[config.mk]
export PLATFORM = sky130hd
export DESIGN_NAME = sum_accumulator
export DESIGN_NICKNAME = d
export VERILOG_FILES = /design/src/rtl/sum_accumulator.sv
export SDC_FILE = /design/constraint.sdc
export NUM_CORES = 1
export LEC_CHECK = 0
export ABC_CLOCK_PERIOD_IN_PS = 2950
export CAP_MARGIN = 10
export CORE_MARGIN = 2
export CORE_UTILIZATION = 35
export CTS_BUF_LIST = sky130_fd_sc_hd__clkbuf_8
export DETAILED_ROUTE_END_ITERATION = 12
export GPL_ROUTABILITY_DRIVEN = 0
export PLACE_DENSITY = 0.6
export RECOVER_POWER = 100
export SLEW_MARGIN = 20
export SYNTH_ARGS = -nofsm -noshare
export SYNTH_HDL_FRONTEND = slang
export SYNTH_SLANG_ARGS = --single-unit
[constraint.sdc]
create_clock -name clk -period 2.95 [get_ports clk]
set_input_delay 0.59 -clock clk [delete_from_list [all_inputs] [get_ports clk]]
set_output_delay 0.59 -clock clk [all_outputs]
set_load 0.01 [all_outputs]
[src/rtl/sum_accumulator.sv]
// sum_accumulator
//   Registered adder/accumulator with a valid/ready handshake. Each accepted
//   beat either adds two operands (SUM) or updates one of CHANNELS
//   independent accumulators: wrapping add, saturating add, or read-and-clear.
//   The result of every beat is presented one cycle later in a single output
//   register stage that honours backpressure.
//
// Ports
//   clk        system clock, all state on the rising edge
//   rst_n      asynchronous active-low reset
//   ena        block enable; low freezes every register
//   in_valid   operand beat valid
//   in_ready   block can accept a beat (combinational)
//   op_a       operand A / accumulate addend
//   op_b       operand B, used in SUM mode only
//   ch_sel     target accumulator
//   mode       00 SUM, 01 ACC, 10 SAT_ACC, 11 CLEAR
//   out_valid  result register holds a valid beat
//   out_ready  consumer accepts the result
//   result     registered result
//   carry      carry-out of the addition that produced result
//   sat        saturation occurred on this result
//   out_ch     channel of this result (0 in SUM mode)
module sum_accumulator #(
    parameter int WIDTH    = 8,
    parameter int CHANNELS = 4,
    parameter int CH_BITS  = $clog2(CHANNELS)
) (
    input  logic               clk,
    input  logic               rst_n,
    input  logic               ena,
    input  logic               in_valid,
    output logic               in_ready,
    input  logic [WIDTH-1:0]   op_a,
    input  logic [WIDTH-1:0]   op_b,
    input  logic [CH_BITS-1:0] ch_sel,
    input  logic [1:0]         mode,
    output logic               out_valid,
    input  logic               out_ready,
    output logic [WIDTH-1:0]   result,
    output logic               carry,
    output logic               sat,
    output logic [CH_BITS-1:0] out_ch
);

    localparam logic [1:0] MODE_SUM   = 2'b00;
    localparam logic [1:0] MODE_ACC   = 2'b01;
    localparam logic [1:0] MODE_SAT   = 2'b10;
    localparam logic [1:0] MODE_CLEAR = 2'b11;

    // Unsigned add with the carry kept as the top bit.
    function automatic logic [WIDTH:0] add_with_carry(input logic [WIDTH-1:0] a,
                                                      input logic [WIDTH-1:0] b);
        return {1'b0, a} + {1'b0, b};
    endfunction

    logic [WIDTH-1:0]   acc_r [CHANNELS];
    logic               out_valid_r;
    logic [WIDTH-1:0]   result_r;
    logic               carry_r;
    logic               sat_r;
    logic [CH_BITS-1:0] out_ch_r;

    logic               in_ready_s;
    logic               accept_s;
    logic [WIDTH-1:0]   acc_sel_s;
    logic [WIDTH:0]     add_s;
    logic [WIDTH-1:0]   nxt_res_s;
    logic               nxt_carry_s;
    logic               nxt_sat_s;
    logic [CH_BITS-1:0] nxt_ch_s;
    logic               acc_we_s;
    logic [WIDTH-1:0]   nxt_acc_s;

    // Handshake: a full output register may be refilled in the same cycle it drains.
    always_comb begin
        in_ready_s = ena & (~out_valid_r | out_ready);
        accept_s   = in_valid & in_ready_s;
    end

    // Datapath for the beat currently offered on the inputs.
    always_comb begin
        acc_sel_s   = acc_r[ch_sel];
        add_s       = {(WIDTH+1){1'b0}};
        nxt_res_s   = {WIDTH{1'b0}};
        nxt_carry_s = 1'b0;
        nxt_sat_s   = 1'b0;
        nxt_ch_s    = {CH_BITS{1'b0}};
        acc_we_s    = 1'b0;
        nxt_acc_s   = {WIDTH{1'b0}};
        case (mode)
            MODE_SUM: begin
                add_s       = add_with_carry(op_a, op_b);
                nxt_res_s   = add_s[WIDTH-1:0];
                nxt_carry_s = add_s[WIDTH];
            end
            MODE_ACC: begin
                add_s       = add_with_carry(acc_sel_s, op_a);
                nxt_res_s   = add_s[WIDTH-1:0];
                nxt_carry_s = add_s[WIDTH];
                nxt_ch_s    = ch_sel;
                acc_we_s    = 1'b1;
                nxt_acc_s   = add_s[WIDTH-1:0];
            end
            MODE_SAT: begin
                add_s       = add_with_carry(acc_sel_s, op_a);
                nxt_carry_s = add_s[WIDTH];
                nxt_ch_s    = ch_sel;
                acc_we_s    = 1'b1;
                if (add_s[WIDTH]) begin
                    // Overflow clamps both the accumulator and the result to all-ones.
                    nxt_res_s = {WIDTH{1'b1}};
                    nxt_sat_s = 1'b1;
                end else begin
                    nxt_res_s = add_s[WIDTH-1:0];
                    nxt_sat_s = 1'b0;
                end
                nxt_acc_s   = nxt_res_s;
            end
            MODE_CLEAR: begin
                // Report the old value, then zero the channel.
                nxt_res_s = acc_sel_s;
                nxt_ch_s  = ch_sel;
                acc_we_s  = 1'b1;
                nxt_acc_s = {WIDTH{1'b0}};
            end
            default: begin
                nxt_res_s = {WIDTH{1'b0}};
            end
        endcase
    end

    // Accumulator bank: only the selected channel is written, and only on accept.
    always_ff @(posedge clk or negedge rst_n) begin
        if (!rst_n) begin
            for (int i = 0; i < CHANNELS; i++) begin
                acc_r[i] <= {WIDTH{1'b0}};
            end
        end else if (accept_s && acc_we_s) begin
            acc_r[ch_sel] <= nxt_acc_s;
        end
    end

    // Output register stage: load on accept, drop valid on drain, hold otherwise.
    always_ff @(posedge clk or negedge rst_n) begin
        if (!rst_n) begin
            out_valid_r <= 1'b0;
            result_r    <= {WIDTH{1'b0}};
            carry_r     <= 1'b0;
            sat_r       <= 1'b0;
            out_ch_r    <= {CH_BITS{1'b0}};
        end else if (ena) begin
            if (accept_s) begin
                out_valid_r <= 1'b1;
                result_r    <= nxt_res_s;
                carry_r     <= nxt_carry_s;
                sat_r       <= nxt_sat_s;
                out_ch_r    <= nxt_ch_s;
            end else if (out_ready) begin
                out_valid_r <= 1'b0;
            end
        end
    end

    assign in_ready  = in_ready_s;
    assign out_valid = out_valid_r;
    assign result    = result_r;
    assign carry     = carry_r;
    assign sat       = sat_r;
    assign out_ch    = out_ch_r;

endmodule

Word level (Yosys, flattened, before mapping)
Cells that the tools add are included.
Widths: inputs -> output; s select.
{ "totals": {"register_bits": 45, "in_bits": 25, "elab_cells": 45} }
{ "op_classes": {"add_sub_neg": 2, "order_cmp": 2, "n_eq_ne": 3, "mux": 16, "bitwise": 5, "reduce_logical": 8} }
{ "ops": {"columns": ["op", "n"], "rows": [
  ["$bwmux 32", 1],
  ["$mux 8", 4],
  ["$pmux 8 s4", 1],
  ["$add 8x8->9", 2],
  ["$bmux 8 s2", 1],
  ["$demux 8 s2", 1],
  ["$pmux 8 s2", 1],
  ["$mux 1", 5],
  ["$eq 2x2->1 const B", 2],
  ["$reduce_and 2->1", 2],
  ["$ge 3x3->1 const B", 1],
  ["$lt 3x1->1 const B", 1],
  ["$not 2->3", 1],
  ["$reduce_or 3->1", 1],
  ["$and 1x1->1", 2],
  ["$eq 2x1->1 const B", 1],
  ["$logic_and 1x1->1", 2],
  ["$logic_not 2->1", 1],
  ["$mux 2", 1],
  ["$pmux 1 s2", 1],
  ["$reduce_bool 2->1", 1],
  ["$reduce_or 2->1", 1],
  ["$not 1->1", 1],
  ["$or 1x1->1", 1]
]} }

Logic depth before layout (Yosys ltp)
Gate-level depths: netlist of the first run.
{ "depth": {"ltp_word": 8, "ltp_mapped": 12, "depth_no_buf": 10} }

Worst setup path after synthesis of the first run
Ideal clock, no wire load.
{ "synth_timing": {"kind": "input-to-reg", "start": "input port ch_sel[0]", "end": "register result_r[1] (netlist: result[1])", "arrival_ps": 3011, "t_required_ps": 2823, "setup_slack_ps": -188, "cell_stages": 12, "path_buffers": 2, "path_cell_list": "buf_2 mux4_2 ha_1 inv_1 fa_1 nand2b_1 a211oi_2 o41ai_4 buf_4 nand2_2 a221oi_2 a21oi_1"} }
{ "synth_via": {"elab_chain_len": 7} }
{ "synth_lines": {"columns": ["element", "line", "text"], "rows": [
  ["from (decl)", "36", "input logic [CH_BITS-1:0] ch_sel,"],
  ["$not 2->3 (not written as such) *", "83", "acc_sel_s = acc_r[ch_sel];"],
  ["$bmux 8 s2 *", "83", null],
  ["$mux 8 (not written as such) * (2 in a row)", "83", null],
  ["$add 8x8->9", "54", "return {1'b0, a} + {1'b0, b};"],
  ["$mux 8", "110", "if (add_s[WIDTH]) begin"],
  ["$pmux 8 s4 *", "91", "case (mode)"],
  ["to (signal assigned)", "148", "result_r <= {WIDTH{1'b0}};"],
  ["to (signal assigned)", "155", "result_r <= nxt_res_s;"],
  ["to (decl)", "59", "logic [WIDTH-1:0] result_r;"]
]} }
Every way passes the cells marked *; elsewhere a longest branch is shown, timed or not. The select of a mux whose other input is x is not followed.
A chain may end at the register's enable or synchronous reset.

Worst setup path in the final report of the first run
{ "layout_timing": {"start": "input port ch_sel[0]", "end": "register acc_r[10] (netlist name)"} }
{ "layout_via": {"elab_chain_len": 8} }
{ "layout_lines": {"columns": ["element", "line", "text"], "rows": [
  ["$not 2->3 (not written as such) *", "83, 140", null],
  ["$bmux 8 s2", "83", null],
  ["$mux 8 (not written as such) (2 in a row)", "83", null],
  ["$add 8x8->9", "54", null],
  ["$mux 8", "110", null],
  ["$pmux 8 s2", "91", null],
  ["$bwmux 32 *", "140", "acc_r[ch_sel] <= nxt_acc_s;"],
  ["to (signal, indexed assignment)", "137", "acc_r[i] <= {WIDTH{1'b0}};"],
  ["to (signal, indexed assignment)", "140", null],
  ["to (decl)", "57", "logic [WIDTH-1:0] acc_r [CHANNELS];"]
]} }
Marked as above.

==> impl_metrics.ini, run 1 <==
[layout]
layout.nets = 427
final_layout_size_suffix_gt1_frac = 0.240
syn_to_final_growth_pct = 34.0
multi_input_area_sq_um = 1790
regArea_sq_um = 1130
n_antenna_cell = 0
final_cell_mix = dfrtp_1, nand2_1, buf_4
final_common_cell = dfrtp_1
fill_cells = 776

[run_status]
violations = capacitance limit, slew limit
outcome = finished with violations

[floorplanning]
fp.dieH_um = 96.0
coreArea_sq_um = 8220
core.rowCount = 33
die_area_sq_um = 9210
die_w_um = 96.0
io_pins = 39
start_util = 0.360

[synthesis]
synth_warnings = 0
synthArstFlopShare = 1.00
synth_edf_count = 0
avgSynthCellArea_sq_um = 9.81
synth_top_area_share = 0.380
seq_area_frac_synth = 0.380
syn_inst = 302
ys.flop_type = dfrtp_1
ys_types = 52
syn_nets = 351
synth.largest_area_cell = dfrtp_1
synth_seq_cells = 45
yosys-top-cells-area = dfrtp_1, ha_1, mux4_2
netlist_area_sq_um = 2960

[timing]
setup_slack_ns = 0.115
timing.slew.headroom = -0.303
report.final.slew_viol_count = 37
fmax_mhz = 353
setup_viol = 0
rsz0062_at_grt = no
worstMarginPinSlew_ns = 1.95
hold_violations = 0
period_needed_ns = 2.83
fin_hold_ws_ns = 0.482
skew_ns = 0.0122
layout_worst_path_cycle_share = 0.961

[clock_tree]
cts_tree = built
clk_path_buf_depth = 2
clkSinkCount = 45
cts_hold_buf = 0
postCtsSetupRepairBufs = 0
clk_root_buffer_cell = clkbuf_8
clock_latency_ns = 0.30
clk_pin_slew_ns = 0.09
cts_buffers = 5
htree_levels = 2

[grt]
grtUsageTotal = 0.181
antenna_found_initial = 0
grt_pass1_vias = 2501
grt_max_degree = 37
grt-ovfl-total = 0
grt_pass1_wl_um = 12600

[detailed_routing]
vias = 2518
drc_errors = 0
wl_um = 7890
ant_nets = 0
firstDrtPassIters = 4
drt_iter0_markers = 106
viasPerCell = 5.20
wl_per_cell_um = 16.3

[power]
p_sw_mw = 0.711
p_int_mw = 1.52
irDropWorstVdd_mv = 0.275
comb_power_share = 0.383
pwr-share-clk = 0.252
p_leak_nw = 1.82
power_density_nw_per_um2 = 562
seqPwrFrac = 0.365
swShare = 0.319

[placement]
dpl.hpwl_um = 6150
dp_slack_ns = -0.617
io_buffer_count = 38

[setup_path]
arrival_ns = 3.06
crit_chain = clkbuf_2 -> bufbuf_16 -> mux4_2 -> ha_4 -> nand3_2 -> a211oi_2 -> o41ai_4 -> buf_4 -> o21ai_2 -> clkbuf_4 -> nand2_1 -> o21ai_0
cp_max_fo = 6
worstSetupPathType = in -> reg
required_ns = 3.17
cpPeakStageDelay_ns = 0.54
cp-end-kind = register
startpoint_type = input port
slowest_stage = mux4_2

[flow_run]
drv.max_cap_violation_count = 1

[hold_path]
hold_class = reg -> reg
## final cells by class
class,instances,area share
clock buffers,5,0.0173
clock inverters,3,0.0164
inverters,16,0.0151
multi-input cells,228,0.452
flip-flops and latches,45,0.284
well taps,105,0.0331
repair buffers,82,0.182
## cell families after synthesis
group | share of synthesized area
AOI/OAI and AO/OA | 0.187
xor gates and xnor gates | 0.0177
adders and majority gates | 0.106
buffers and inverters | 0.0401
DFF | 0.380
muxes | 0.122
and+or+nand+nor | 0.147
## power by group through the flow
stage | logic [mW] | clock network, mW | registers [mW]
3_5_place_dp | 0.829 | 0 | 0.829
5_1_grt | 0.941 | 0.598 | 0.829
2_1_floorplan | 0.477 | 0 | 0.824
6_report | 0.854 | 0.561 | 0.813
4_1_cts | 0.866 | 0.571 | 0.817
3_3_place_gp | 0.817 | 0 | 0.826
## sequential cells by signal, summed over array words and instances, names as in the netlist
name	cells
acc_r	32
sat	1
carry	1
out_valid	1
out_ch	2
result	8
## synth_stat cells (all sizes together), types with 3 or more instances
cell type,count
clkbuf,5
a21oi,15
o31ai,3
nand2,41
a31oi,6
o21a,3
inv,16
xor2,3
xnor2,3
a21o,4
o21ai,30
nand3,11
mux2i,9
buf,8
ha,22
mux2,8
a211oi,8
nor3,5
mux4,8
dfrtp,45
nor3b,3
nor2,15
nand2b,4
a22o,3
## layer usage
layer  vias to the layer above  track usage  routed length (um)
li1                       1244            -                   -
met1                      1209        0.251                3790
met2                        61        0.304                3750
met3                         4       0.0266                 320
met4                         0       0.0321                  30
met5                         -            0                   0
## per-stage QoR
stage / util / power (mW) / std cells / TNS (ns) / instance area, sq um
finish: 0.483 / 2.23 / 484 / 0 / 3970
global route: 0.483 / 2.37 / 484 / 0 / 3970
CTS: 0.485 / 2.25 / 484 / 0 / 3980
floorplan: - / 1.30 / 302 / 0 / 2990
detailed placement: 0.459 / 1.66 / 475 / -21.30 / 3770
global placement: 0.459 / 1.64 / 475 / -19.70 / 3770
## critical path: cells and delay by family
kind	cells	cell delay, ns
simple gates	2	0.19
mux	1	0.54
fa+ha+maj	1	0.32
buf+inv	4	0.73
compound gates	4	0.68
## what timing repair did
action	CTS	global route
pin swaps	1	3
gates cloned	1	0
endpoints found under the setup margin	41	34
gates resized for setup	12	10
## worst paths after layout
| path | startpoint | end | slack [ns] | cells after the start |
|---|---|---|---|---|
| hold reg to reg | out_ch[1] | out_ch[1] | 0.48 | 2 |
| setup reg to reg | acc_r[0] | result[2] | 0.31 | 11 |
| max in group asynchronous | rst_n | acc_r[22] | 1.00 | 1 |
| setup / recovery | ch_sel[0] | acc_r[10] | 0.12 | 12 |
| hold / removal | out_ch[1] | out_ch[1] | 0.48 | 2 |
| min in group asynchronous | rst_n | acc_r[31] | 0.83 | 1 |
Power figures use the tool's default switching activity.
==> run 2: changes to the inputs <==
--- a/config.mk
+++ b/config.mk
@@ -10,6 +10,7 @@
 export CORE_MARGIN = 2
 export CORE_UTILIZATION = 35
 export CTS_BUF_LIST = sky130_fd_sc_hd__clkbuf_8
+export CTS_CLUSTER_DIAMETER = 50
 export DETAILED_ROUTE_END_ITERATION = 12
 export GPL_ROUTABILITY_DRIVEN = 0
 export PLACE_DENSITY = 0.6
==> results of run 2 <==
The final DEF is identical to that of run 1; final timing and power are the same.
==> run 3: changes to the inputs <==
==> constraint.sdc (replaced) <==
create_clock -name clk -period 2.95 [get_ports clk]
set_input_delay 0.4425 -clock clk [delete_from_list [all_inputs] [get_ports clk]]
set_output_delay 0.4425 -clock clk [all_outputs]
set_load 0.01 [all_outputs]
==> run 3 against run 2 <==
  * Global-route usage about the same
  * Combinational power up 5.7%
  * The run still ends with capacitance limit, slew limit left
  * Largest power group unchanged
  * Hold slack about the same
  * Non-clock buffer count up 3
  * Core utilization about the same
  * Routed wire length down 0.99%
  * Sequential share of layout area about the same
  * Largest cell class unchanged
  * Via count up 0.64%
==> impl_metrics.ini, run 3 (synthesis gave the netlist of run 1 again) <==
[clock_tree]
cts_tree = built
cts_hold_buf = 0
htree_levels = 2
clock_latency_ns = 0.30
clk_path_buf_depth = 2
clkSinkCount = 45
cts_buffers = 5
clk_root_buffer_cell = clkbuf_8
clk_pin_slew_ns = 0.09

[power]
p_int_mw = 1.37
p_sw_mw = 0.725
p_leak_nw = 1.82
irDropWorstVdd_mv = 0.295
pwr-share-clk = 0.183
power_density_nw_per_um2 = 529
seqPwrFrac = 0.386
comb_power_share = 0.430
swShare = 0.346
p_total_mw = 2.10

[setup_path]
arrival_ns = 3.06
required_ns = 3.14
startpoint_type = input port
slowest_stage = mux4_2
cpPeakStageDelay_ns = 0.55
r2r_cells = 12
worstSetupPathType = in -> reg
cp_max_fo = 5
crit_top_cell = buf_6
crit_chain = clkdlybuf4s15_1 -> buf_6 -> mux4_2 -> ha_4 -> inv_1 -> fa_2 -> nand2b_4 -> buf_4 -> a211oi_4 -> o41ai_4 -> buf_6 -> o21a_1 -> a21oi_1 -> a221o_1
crit_path_start = ch_sel[0]
rr_startpoint = acc_r[0]
cp-end-kind = register

[timing]
layout_worst_path_cycle_share = 0.973
period_needed_ns = 2.87
fmax_mhz = 348
timing.slew.headroom = -0.611
hold_violations = 0
report.final.slew_viol_count = 46
worstMarginPinSlew_ns = 2.42
rsz0062_at_grt = no
setup_viol = 0
skew_ns = 0.0112

[layout]
postLayoutCellArea_sq_um = 3970
syn_to_final_growth_pct = 34.0
largest_register = acc_r
n_antenna_cell = 0
final_common_cell = dfrtp_1
largest_reg_flops = 32
instances_no_fill = 487
layout.nets = 430
final_layout_size_suffix_gt1_frac = 0.246
final_cell_mix = dfrtp_1, buf_4, nand2_1

[floorplanning]
die_area_sq_um = 9210
die_w_um = 96.0
fp.dieH_um = 96.0
coreArea_sq_um = 8220
start_util = 0.360
core.rowCount = 33
io_pins = 39

[placement]
dpl.hpwl_um = 5910
io_buffer_count = 38
placedInstanceArea_sq_um = 3710
dp_cells = 472

[flow_run]
drv.max_cap_violation_count = 1

[detailed_routing]
met1_length_um = 3860
highest_layer = met4
viasPerCell = 5.20
vias = 2534
drt_iter0_markers = 86
wl_per_cell_um = 16.0
ant_nets = 0
wl_um = 7810
met2_length_um = 3640
firstDrtPassIters = 4
drc_errors = 0
wl_met3_um = 245

[grt]
grt_pass1_vias = 2536
grt-ovfl-total = 0
antenna_found_initial = 0
grtUsageTotal = 0.181
grt_max_degree = 46
grt_pass1_wl_um = 12600

[hold_path]
min_from = out_ch[1]
hold_class = reg -> reg
whs_path_depth = 2

[run_status]
outcome = finished with violations
violations = capacitance limit, slew limit
## run 3: cell count changes in the layout (fill, tap and decap cells not counted), moves of 2 or more
cell and delta:
nor2_4 +2, buf_4 +6, nor2_2 -2, clkinvlp_4 +2
clkbuf_1 -3, buf_6 +3, bufinv_16 -2, clkbuf_4 -2
o21ai_0 +6, o21ai_1 -6, a211oi_4 +2, a211oi_2 -3
## run 3: worst paths after layout
kind | endpoint | slack, ns
hold reg to reg | out_ch[1] | 0.48
setup / recovery | result[3] | 0.08
min in group asynchronous | acc_r[7] | 0.87
setup reg to reg | result[3] | 0.16
max in group asynchronous | acc_r[11] | 0.70
hold / removal | out_ch[1] | 0.48
## run 3: per-layer routing
metal,vias to the layer above,global-route usage
met3,6,0.0282
li1,1248,-
met1,1225,0.248
met2,55,0.300
met5,-,0
met4,0,0.0417
## run 3: what timing repair did
item / 4_1_cts / 5_1_grt
gates resized for setup: 14 / 12
endpoints found under the setup margin: 38 / 33
buffers inserted: 2 / 4
gates cloned: 1 / 0
pin swaps: 2 / 5
## run 3: power groups by stage
stage / combinational, mW / clock [mW] / sequential (mW)
finish: 0.903 / 0.385 / 0.811
global route: 0.989 / 0.421 / 0.829
CTS: 0.876 / 0.404 / 0.814
detailed placement: 0.825 / 0 / 0.827
global placement: 0.816 / 0 / 0.822
floorplan: 0.465 / 0 / 0.824
## run 3: worst max-delay path, delay by kind of cell
kind | cells | cell delay (ns)
simple gates | 1 | 0.12
fa+ha+maj | 2 | 0.40
buf+inv | 5 | 0.69
mux | 1 | 0.55
compound gates | 5 | 0.86
## run 3: cell type report
cell class	instances	area, sq um
clock inverters	3	18.8
fillers	781	4250
inverters	16	60.1
flip-flops and latches	45	1130
clock buffers	5	68.8
multi-input cells	228	1830
well taps	105	131
repair buffers	85	736
## run 3: stage by stage
stage               hold WS, ns  setup TNS, ns   util  setup slack, ns
global route              0.503              0  0.483           0.0213
CTS                       0.344              0  0.473          0.00149
global placement          0.457         -15.14  0.452           -0.448
floorplan                 0.147              0      -           0.0365
finish                    0.482              0  0.483           0.0786
detailed placement        0.472         -17.05  0.452           -0.523
